**config.mk**
```make
export PLATFORM = sky130hd
export DESIGN_NAME = alu_nibble_seq
export DESIGN_NICKNAME = d
export VERILOG_FILES = /design/src/rtl/alu_nibble_seq_pkg.sv /design/src/rtl/alu_nibble_slice.sv /design/src/rtl/alu_nibble_seq.sv
export SDC_FILE = /design/constraint.sdc
export NUM_CORES = 1
export LEC_CHECK = 0
export CAP_MARGIN = 20
export CORE_UTILIZATION = 46
export DETAILED_ROUTE_END_ITERATION = 10
export DONT_BUFFER_PORTS = 1
export SLEW_MARGIN = 20
export SYNTH_ARGS = -nofsm -noshare
export SYNTH_HDL_FRONTEND = slang
export SYNTH_HIERARCHICAL = 1
export SYNTH_SLANG_ARGS = --single-unit
```
**constraint.sdc**
```tcl
create_clock -name clk -period 3.6 [get_ports clk]
set_clock_uncertainty 0.05 [all_clocks]
set_input_delay 0.36 -clock clk [delete_from_list [all_inputs] [get_ports clk]]
set_output_delay 0.36 -clock clk [all_outputs]
set_load 0.01 [all_outputs]
```
**src/rtl/alu_nibble_seq_pkg.sv**
```systemverilog
// Shared types for the nibble-serial ALU controller.
// Op and state encodings plus small decode helpers.
package alu_nibble_seq_pkg;

  localparam int unsigned NIB_W = 4;

  typedef enum logic [1:0] {
    OP_ADD = 2'b00,
    OP_SUB = 2'b01,
    OP_AND = 2'b10,
    OP_OR  = 2'b11
  } op_e;

  typedef enum logic [1:0] {
    S_IDLE = 2'b00,
    S_RUN  = 2'b01,
    S_DONE = 2'b10
  } state_e;

  // Add and sub chain a carry; the logic ops do not.
  function automatic logic is_arith(op_e op);
    return (op == OP_ADD) || (op == OP_SUB);
  endfunction

  // Sub feeds the inverted B nibble into the adder.
  function automatic logic [NIB_W-1:0] b_prime(
    op_e              op,
    logic [NIB_W-1:0] b
  );
    return (op == OP_SUB) ? ~b : b;
  endfunction

endpackage

```
**src/rtl/alu_nibble_slice.sv**
```systemverilog
// Combinational 4-bit ALU slice shared across all passes.
// Add/sub both add here; B is pre-inverted by the caller for sub.
module alu_nibble_slice
  import alu_nibble_seq_pkg::*;
(
  input  logic [NIB_W-1:0] a_i,
  input  logic [NIB_W-1:0] b_i,
  input  logic [1:0]       op_i,
  input  logic             ci_i,
  output logic [NIB_W-1:0] y_o,
  output logic             co_o
);

  logic [NIB_W:0] sum;

  // Nibble add with carry, or bitwise logic with a zero carry.
  always_comb begin
    sum  = {1'b0, a_i} + {1'b0, b_i} + {{NIB_W{1'b0}}, ci_i};
    y_o  = '0;
    co_o = 1'b0;
    unique case (op_i)
      OP_ADD,
      OP_SUB: begin
        y_o  = sum[NIB_W-1:0];
        co_o = sum[NIB_W];
      end
      OP_AND: y_o = a_i & b_i;
      OP_OR:  y_o = a_i | b_i;
      default: begin
        y_o  = '0;
        co_o = 1'b0;
      end
    endcase
  end

endmodule

```
**src/rtl/alu_nibble_seq.sv**
```systemverilog
// Nibble-serial 16-bit ALU: one 4-bit slice run LSB first.
// Define ALU_SEQ_OVF_FLAG_EN to add the signed overflow output ovf.
module alu_nibble_seq
  import alu_nibble_seq_pkg::*;
#(
  parameter int unsigned NIBBLES = 4
) (
  input  logic                 clk,
  input  logic                 rst,
  input  logic                 start,
  input  logic [1:0]           op,
  input  logic [4*NIBBLES-1:0] a,
  input  logic [4*NIBBLES-1:0] b,
  output logic [4*NIBBLES-1:0] result,
  output logic                 co,
  output logic                 zero,
  output logic                 busy,
  output logic                 done
`ifdef ALU_SEQ_OVF_FLAG_EN
  ,
  output logic                 ovf
`endif
);

  localparam int unsigned W  = 4 * NIBBLES;
  localparam int unsigned IW =
    (NIBBLES > 1) ? $clog2(NIBBLES) : 1;
  localparam logic [IW-1:0] IDX_LAST = IW'(NIBBLES - 1);

  state_e          state_q;
  logic [IW-1:0]   idx_q;
  logic            carry_q;
  op_e             op_q;
  logic [W-1:0]    a_q;
  logic [W-1:0]    b_q;
  logic [W-1:0]    result_q;
  logic            co_q;
  logic            zero_q;
  logic            busy_q;
  logic            done_q;

  logic [NIB_W-1:0] a_nib;
  logic [NIB_W-1:0] b_nib;
  logic [NIB_W-1:0] slice_y;
  logic             slice_co;

  // Current nibble of each latched operand.
  assign a_nib = a_q[NIB_W*idx_q +: NIB_W];
  assign b_nib = b_prime(op_q, b_q[NIB_W*idx_q +: NIB_W]);

  alu_nibble_slice u_slice (
    .a_i  (a_nib),
    .b_i  (b_nib),
    .op_i (op_q),
    .ci_i (carry_q),
    .y_o  (slice_y),
    .co_o (slice_co)
  );

`ifdef ALU_SEQ_OVF_FLAG_EN
  logic vraw_q;
  logic ovf_q;
  logic msb_cin;

  // Carry into the top bit, recovered from its sum bit.
  assign msb_cin = a_nib[NIB_W-1] ^ b_nib[NIB_W-1] ^ slice_y[NIB_W-1];

  // Captures overflow on the last pass; published with done.
  always_ff @(posedge clk) begin
    if (rst) begin
      vraw_q <= 1'b0;
      ovf_q  <= 1'b0;
    end else begin
      if (state_q == S_RUN && idx_q == IDX_LAST) begin
        vraw_q <= is_arith(op_q) & (msb_cin ^ slice_co);
      end
      if (state_q == S_DONE) begin
        ovf_q <= vraw_q;
      end
    end
  end

  assign ovf = ovf_q;
`endif

  // Controller FSM with operand, result and flag registers.
  always_ff @(posedge clk) begin
    if (rst) begin
      state_q  <= S_IDLE;
      idx_q    <= '0;
      carry_q  <= 1'b0;
      op_q     <= OP_ADD;
      a_q      <= '0;
      b_q      <= '0;
      result_q <= '0;
      co_q     <= 1'b0;
      zero_q   <= 1'b0;
      busy_q   <= 1'b0;
      done_q   <= 1'b0;
    end else begin
      done_q <= 1'b0;
      unique case (state_q)
        S_IDLE: begin
          if (start) begin
            a_q     <= a;
            b_q     <= b;
            op_q    <= op_e'(op);
            idx_q   <= '0;
            carry_q <= (op == OP_SUB);
            busy_q  <= 1'b1;
            state_q <= S_RUN;
          end
        end
        S_RUN: begin
          result_q[NIB_W*idx_q +: NIB_W] <= slice_y;
          carry_q <= slice_co;
          idx_q   <= idx_q + IW'(1);
          if (idx_q == IDX_LAST) begin
            state_q <= S_DONE;
          end
        end
        S_DONE: begin
          done_q  <= 1'b1;
          co_q    <= carry_q & is_arith(op_q);
          zero_q  <= (result_q == '0);
          busy_q  <= 1'b0;
          state_q <= S_IDLE;
        end
        default: begin
          state_q <= S_IDLE;
        end
      endcase
    end
  end

  assign result = result_q;
  assign co     = co_q;
  assign zero   = zero_q;
  assign busy   = busy_q;
  assign done   = done_q;

endmodule

```
==> metrics, run 1 <==
status=finished, final reports clean; critical path startpoint category=flip-flop; Post-CTS Setup Repair Bufs=0; gate count of the mapped netlist=325; Setup CP Type=flip-flop to flip-flop; post-synthesis sequential area ratio=0.412; post-route setup slack=between 0.6 and 0.7 ns; global-route wire length before repair=10.2 mm; share of power burned in registers=0.474; Peak Freq=0.335 GHz; synth warn=6; fin crit share=0.829; GRT Total Usage=0.208; Commonest cells post-synth=nand2_1, dfxtp_1, a21oi_1, inv_1, ha_1; Cell Pwr Density=slightly below 500 nW/um^2; CP max stage delay=approximately 0.56 ns; Post-synth ARST share=0; initial DRC count=about 100; sw frac=0.266; Layout fillers=between 500 and 600; chip width=between 80 and 90 um; Setup WS pre-CTS=about 0.59 ns; Initial Util=0.481; root buf cell=clkbuf_8; cell type with the largest total area after synthesis=dfxtp_1; initial antenna violation count=0; DRC=0; Min Clock Period, post-route=around 3.0 ns; RSZ-0062 raised after global routing=false; Die Y=slightly above 80 um; Pre-Repair DR Iteration Count=4; critical-path cell list=mux4_1 -> xnor2_1 -> inv_1 -> fa_1 -> fa_1 -> nor2b_1 -> o21ai_0 -> a21oi_1 -> nand2_1 -> a21o_1 -> a21oi_1; hold-fix buffers at CTS=0; Slowest cell on crit path=mux4_1; Worst-Margin Slew=~0.73 ns; Nets=372; Crit. End Element=flip-flop; Post-Syn Nets=~380; Final ANT Viol Nets=0; Adder-Cell Fraction of Synth Area=0.0707; combinational power share=0.129; DR WL/cell=15.6 um; P_sw=slightly below 0.4 mW; register bit total from synthesis=59; Cell Rows=28; Lkg Pwr=between 1 and 1.5 nW; register area=around 1200 um^2; CTS buffer count=9; clock network fraction of design power=0.397; worst-skew pair later-pin latency=~0.34 ns; ys flop type=dfxtp_1; largest family of logic cells by synthesized area=simple AND/OR/NAND/NOR gates; largest net degree at the start of global routing=57; Post-CTS Resized=0; maximum VDD drop=about 0.00024 V; number of vias per cell=approximately 5.6; synth top area cells=dfxtp_1, nand2_1, a21oi_1; top cell type's share of synthesized area=0.412; vias in the first global route=between 2,000 and 2,500; Rel. slew slack=0.510; layout cell share with drive strength beyond 1=0.102; worst min path class=input pin to flip-flop; final setup fails=0; Setup TNS=0 ns; vias=2,231; CTS max path bufs=2; mux contribution to synthesized area=0.0712; Port Buf Inserts=0; # clock sinks=~60; Die Area=6550 um^2; MaxCap Viol Count=0; Crit path arrival time=roughly 3.2 ns; CP Data Required Time=3.82 ns; CTS tree=done; Post-synth EDFFs=0; internal power=approximately 1.1 mW; most numerous cell in the Yosys netlist=nand2_1; Compound-Gate Fraction of Synth Area=0.139; GP Congestion=0.784; peak fanout along the critical path=2; Pins Over Slew Limit=0; core area=about 6000 um^2; final hold vios=0; Clk pin slew, worst setup/hold paths=~0.070 ns; synthesized area per cell=between 8 and 9 um^2; # IOs=57; Total Routed Length=about 6.2 mm; total grt overflow=0; Synth Area in Simple Gates=0.236; Post-DP HPWL=4.29 mm; Mapped Area=2870 um^2; Synth cell types=48; number of H-tree levels=3; Area Overhead vs Synth=7.86%; number of antenna cells inserted=0; area occupied by multi-input gates=1530 um^2; R2R Setup Slk=slightly above 0.6 ns; Synth Area in XOR/XNOR=0.0153
sequential cells by signal, indices dropped and copies added (netlist names):
name	flops
result	16
b_q	16
done	1
state_q	2
co	1
busy	1
a_q	16
carry_q	1
idx_q	2
op_q	2
zero	1
layout by cell type (no fill, tap or decap), types with 3 or more instances in the layout:
| cell | netlist | final |
|---|---|---|
| ha_1 | 13 | 13 |
| xnor2_1 | 4 | 4 |
| clkinv_2 | 0 | 3 |
| dfxtp_1 | 59 | 59 |
| a21oi_1 | 48 | 48 |
| nand2_1 | 82 | 82 |
| nand3b_1 | 4 | 4 |
| mux4_2 | 7 | 7 |
| nor2_1 | 9 | 9 |
| o21ai_0 | 4 | 4 |
| clkbuf_8 | 0 | 10 |
| inv_1 | 16 | 16 |
| a22o_1 | 4 | 4 |
| a32oi_1 | 4 | 4 |
| nor4_1 | 4 | 4 |
| nand4_1 | 4 | 4 |
| nand3_1 | 7 | 7 |
cell families after synthesis:
logic type | count (synthesis)
AND/OR/NAND/NOR | 133
AO/OA/AOI/OAI | 68
flip-flops | 59
buffers and inverters | 35
adder cells (fa/ha/maj) | 15
multiplexers | 10
XOR/XNOR | 5
per-layer routing:
layer | up-vias | GRT usage | share of wire
met5 | - | 0 | 0
met4 | 0 | 0.0929 | 0.014
met3 | 7 | 0.0663 | 0.055
met2 | 54 | 0.309 | 0.45
met1 | 1056 | 0.274 | 0.48
li1 | 1114 | - | -
power groups by stage:
stage / Sequential [mW] / Clock, mW / Combinational, mW
6_report: 0.708 / 0.592 / 0.193
3_3_place_gp: 0.722 / 0 / 0.188
3_5_place_dp: 0.722 / 0 / 0.191
2_1_floorplan: 0.713 / 0 / 0.169
4_1_cts: 0.708 / 0.607 / 0.191
5_1_grt: 0.712 / 0.632 / 0.219
critical path, delay by kind of cell, from the launching register on:
kind                       cells  cell delay [ns]
AOI/OAI and AO/OA              4             0.58
xor gates and xnor gates       1             0.19
adders and majority gates      2             0.87
buffers and inverters          1             0.10
DFF                            1             0.34
muxes                          1             0.56
and+or+nand+nor                2             0.23
final timing paths:
check,startpoint,endpoint,cells past startpoint
setup / recovery,idx_q[0],carry_q,11
hold / removal,rst,result[7],1
setup reg to reg,idx_q[0],carry_q,11
hold reg to reg,a_q[10],a_q[10],2
final cells by class:
| cell class | instances | area share |
|---|---|---|
| multi-input cells | 231 | 0.496 |
| repair buffers | 3 | 0.00972 |
| flip-flops and latches | 59 | 0.382 |
| clock inverters | 5 | 0.0170 |
| clock buffers | 11 | 0.0457 |
| well taps | 75 | 0.0304 |
| inverters | 16 | 0.0194 |
through the flow:
stage	std cells	hold WS [ns]	power, mW	cell area [um^2]	util
after floorplan	325	0.382	0.882	2870	-
after global placement	383	0.384	0.910	2880	0.484
after detailed placement	383	0.387	0.913	2880	0.484
after CTS	399	0.0211	1.51	3080	0.516
after global routing	400	0.0155	1.56	3090	0.519
final	400	0.0384	1.49	3090	0.519
(Power assumes the default switching activity.)
==> inputs of run 2 (changes only) <==
==> constraint.sdc (replaced) <==
create_clock -name clk -period 2.8 [get_ports clk]
set_clock_uncertainty 0.05 [all_clocks]
set_input_delay 0.28 -clock clk [delete_from_list [all_inputs] [get_ports clk]]
set_output_delay 0.28 -clock clk [all_outputs]
set_load 0.01 [all_outputs]
==> metrics, run 2 (synthesized netlist as in run 1, its figures left out) <==
status=finished, final reports clean; DR WL/cell=14.7 um; Die Area=roughly 6500 um^2; peak fanout along the critical path=5; initial DRC count=121; Nets=395; Area Overhead vs Synth=16.4%; Pins Over Slew Limit=0; worst min path class=input pin to flip-flop; share of power burned in registers=0.425; Layout Utilization=0.560; number of vias per cell=5.42; hold path cells=2; GRT Total Usage=0.206; Setup CP Type=flip-flop to flip-flop; DRC=0; metal2 WL=approximately 2.7 mm; Lkg Pwr=between 1 and 1.5 nW; dpl cells=roughly 400; CP Data Required Time=between 2 and 3 ns; Post-DP HPWL=4.30 mm; Clk pin slew, worst setup/hold paths=around 0.070 ns; Die Y=about 81 um; commonest cells after routing, fill and taps aside=nand2_1, dfxtp_1, a21oi_1; CTS buffer count=9; Cell Pwr Density=639 nW/um^2; post-route setup slack=~0.11 ns; GP Congestion=~0.76; Initial Util=0.481; most common cell after layout, fill and taps aside=nand2_1; chip width=between 80 and 90 um; internal power=about 1.6 mW; CTS max path bufs=2; wl on met1=3.10 mm; largest net degree at the start of global routing=54; layout cell share with drive strength beyond 1=0.184; max layer used=met4; Port Buf Inserts=0; DR WL met3=318 um; number of antenna cells inserted=0; vias in the first global route=approximately 2,100; Rel. slew slack=0.616; Worst-Margin Slew=0.575 ns; core area=5960 um^2; fin crit share=0.961; sw frac=0.255; clock network fraction of design power=0.414; MaxCap Viol Count=0; worst-skew pair later-pin latency=around 0.34 ns; Setup WS pre-CTS=-0.0819 ns; Crit. End Element=flip-flop; Layout Cells excl Fill=~420; Final ANT Viol Nets=0; # IOs=57; Total Routed Length=just over 6 mm; Crit path arrival time=between 2 and 3 ns; CTS tree=done; final setup fails=0; # clock sinks=59; critical path startpoint category=flip-flop; final hold vios=0; initial antenna violation count=0; Min Clock Period, post-route=between 2 and 3 ns; number of H-tree levels=3; maximum VDD drop=between 0.0002 and 0.0003 V; vias=approximately 2,300; global-route wire length before repair=a little over 10 mm; combinational power share=0.160; total grt overflow=0; Reg2Reg Depth=11; root buf cell=clkbuf_8; Pre-Repair DR Iteration Count=4; P_sw=~0.54 mW; Peak Freq=about 0.37 GHz; Cell Rows=28
[run 2: path summary, 6_finish.rpt]
check             slack (ns)     start          to
setup reg to reg        0.11  idx_q[0]  result[11]
hold / removal          0.02     b[13]     b_q[13]
hold reg to reg         0.40   a_q[11]     a_q[11]
setup / recovery        0.11  idx_q[0]  result[11]
[run 2: final cells by class]
| type | count | area, um^2 |
|---|---|---|
| Inverter | 16 | 60.1 |
| Sequential cell | 59 | 1180 |
| Tap cell | 75 | 93.8 |
| Clock buffer | 11 | 151 |
| Fill cell | 555 | 2620 |
| Multi-Input combinational cell | 231 | 1560 |
| Timing Repair Buffer | 26 | 211 |
| Clock inverter | 5 | 75.1 |
[run 2: power by group through the flow]
stage          combinational (mW)  sequential [mW]  clock (mW)
6_report                    0.341            0.906       0.883
3_5_place_dp                0.289            0.925           0
4_1_cts                     0.316            0.906       0.900
2_1_floorplan               0.218            0.917           0
3_3_place_gp                0.286            0.923           0
5_1_grt                     0.381            0.912       0.936
[run 2: worst max-delay path: stages (launching register included)]
cell	delay (ns)
dfxtp_2	0.35
buf_6	0.13
mux4_2	0.51
xnor2_1	0.20
inv_1	0.07
ha_1	0.34
nor4b_1	0.16
nor2_1	0.10
nand4b_1	0.18
buf_4	0.19
buf_4	0.12
a22o_1	0.19
[run 2: layer usage]
metal / global-route usage / vias up
li1: - / 1163
met1: 0.288 / 1072
met2: 0.290 / 45
met3: 0.0573 / 11
met4: 0.0964 / 0
met5: 0 / -
[run 2: timing repair]
item                                    CTS  global route
endpoints found under the setup margin    5            12
pin swaps                                 1             6
endpoints found under the hold margin    53             0
setup buffers                             4             3
resized for setup                         2             6
cloned                                    0             0
hold buffers                              1             0
[run 2: per-stage QoR]
step	TNS (ns)	cell area [um^2]	total power [mW]	hold slack, ns
3_5_place_dp	-0.164	3000	1.21	0.305
2_1_floorplan	0	2870	1.14	0.366
5_1_grt	-0.0259	3330	2.23	0.0192
4_1_cts	0	3280	2.12	0.00476
3_3_place_gp	-0.0220	3000	1.21	0.304
6_report	0	3330	2.13	0.0216
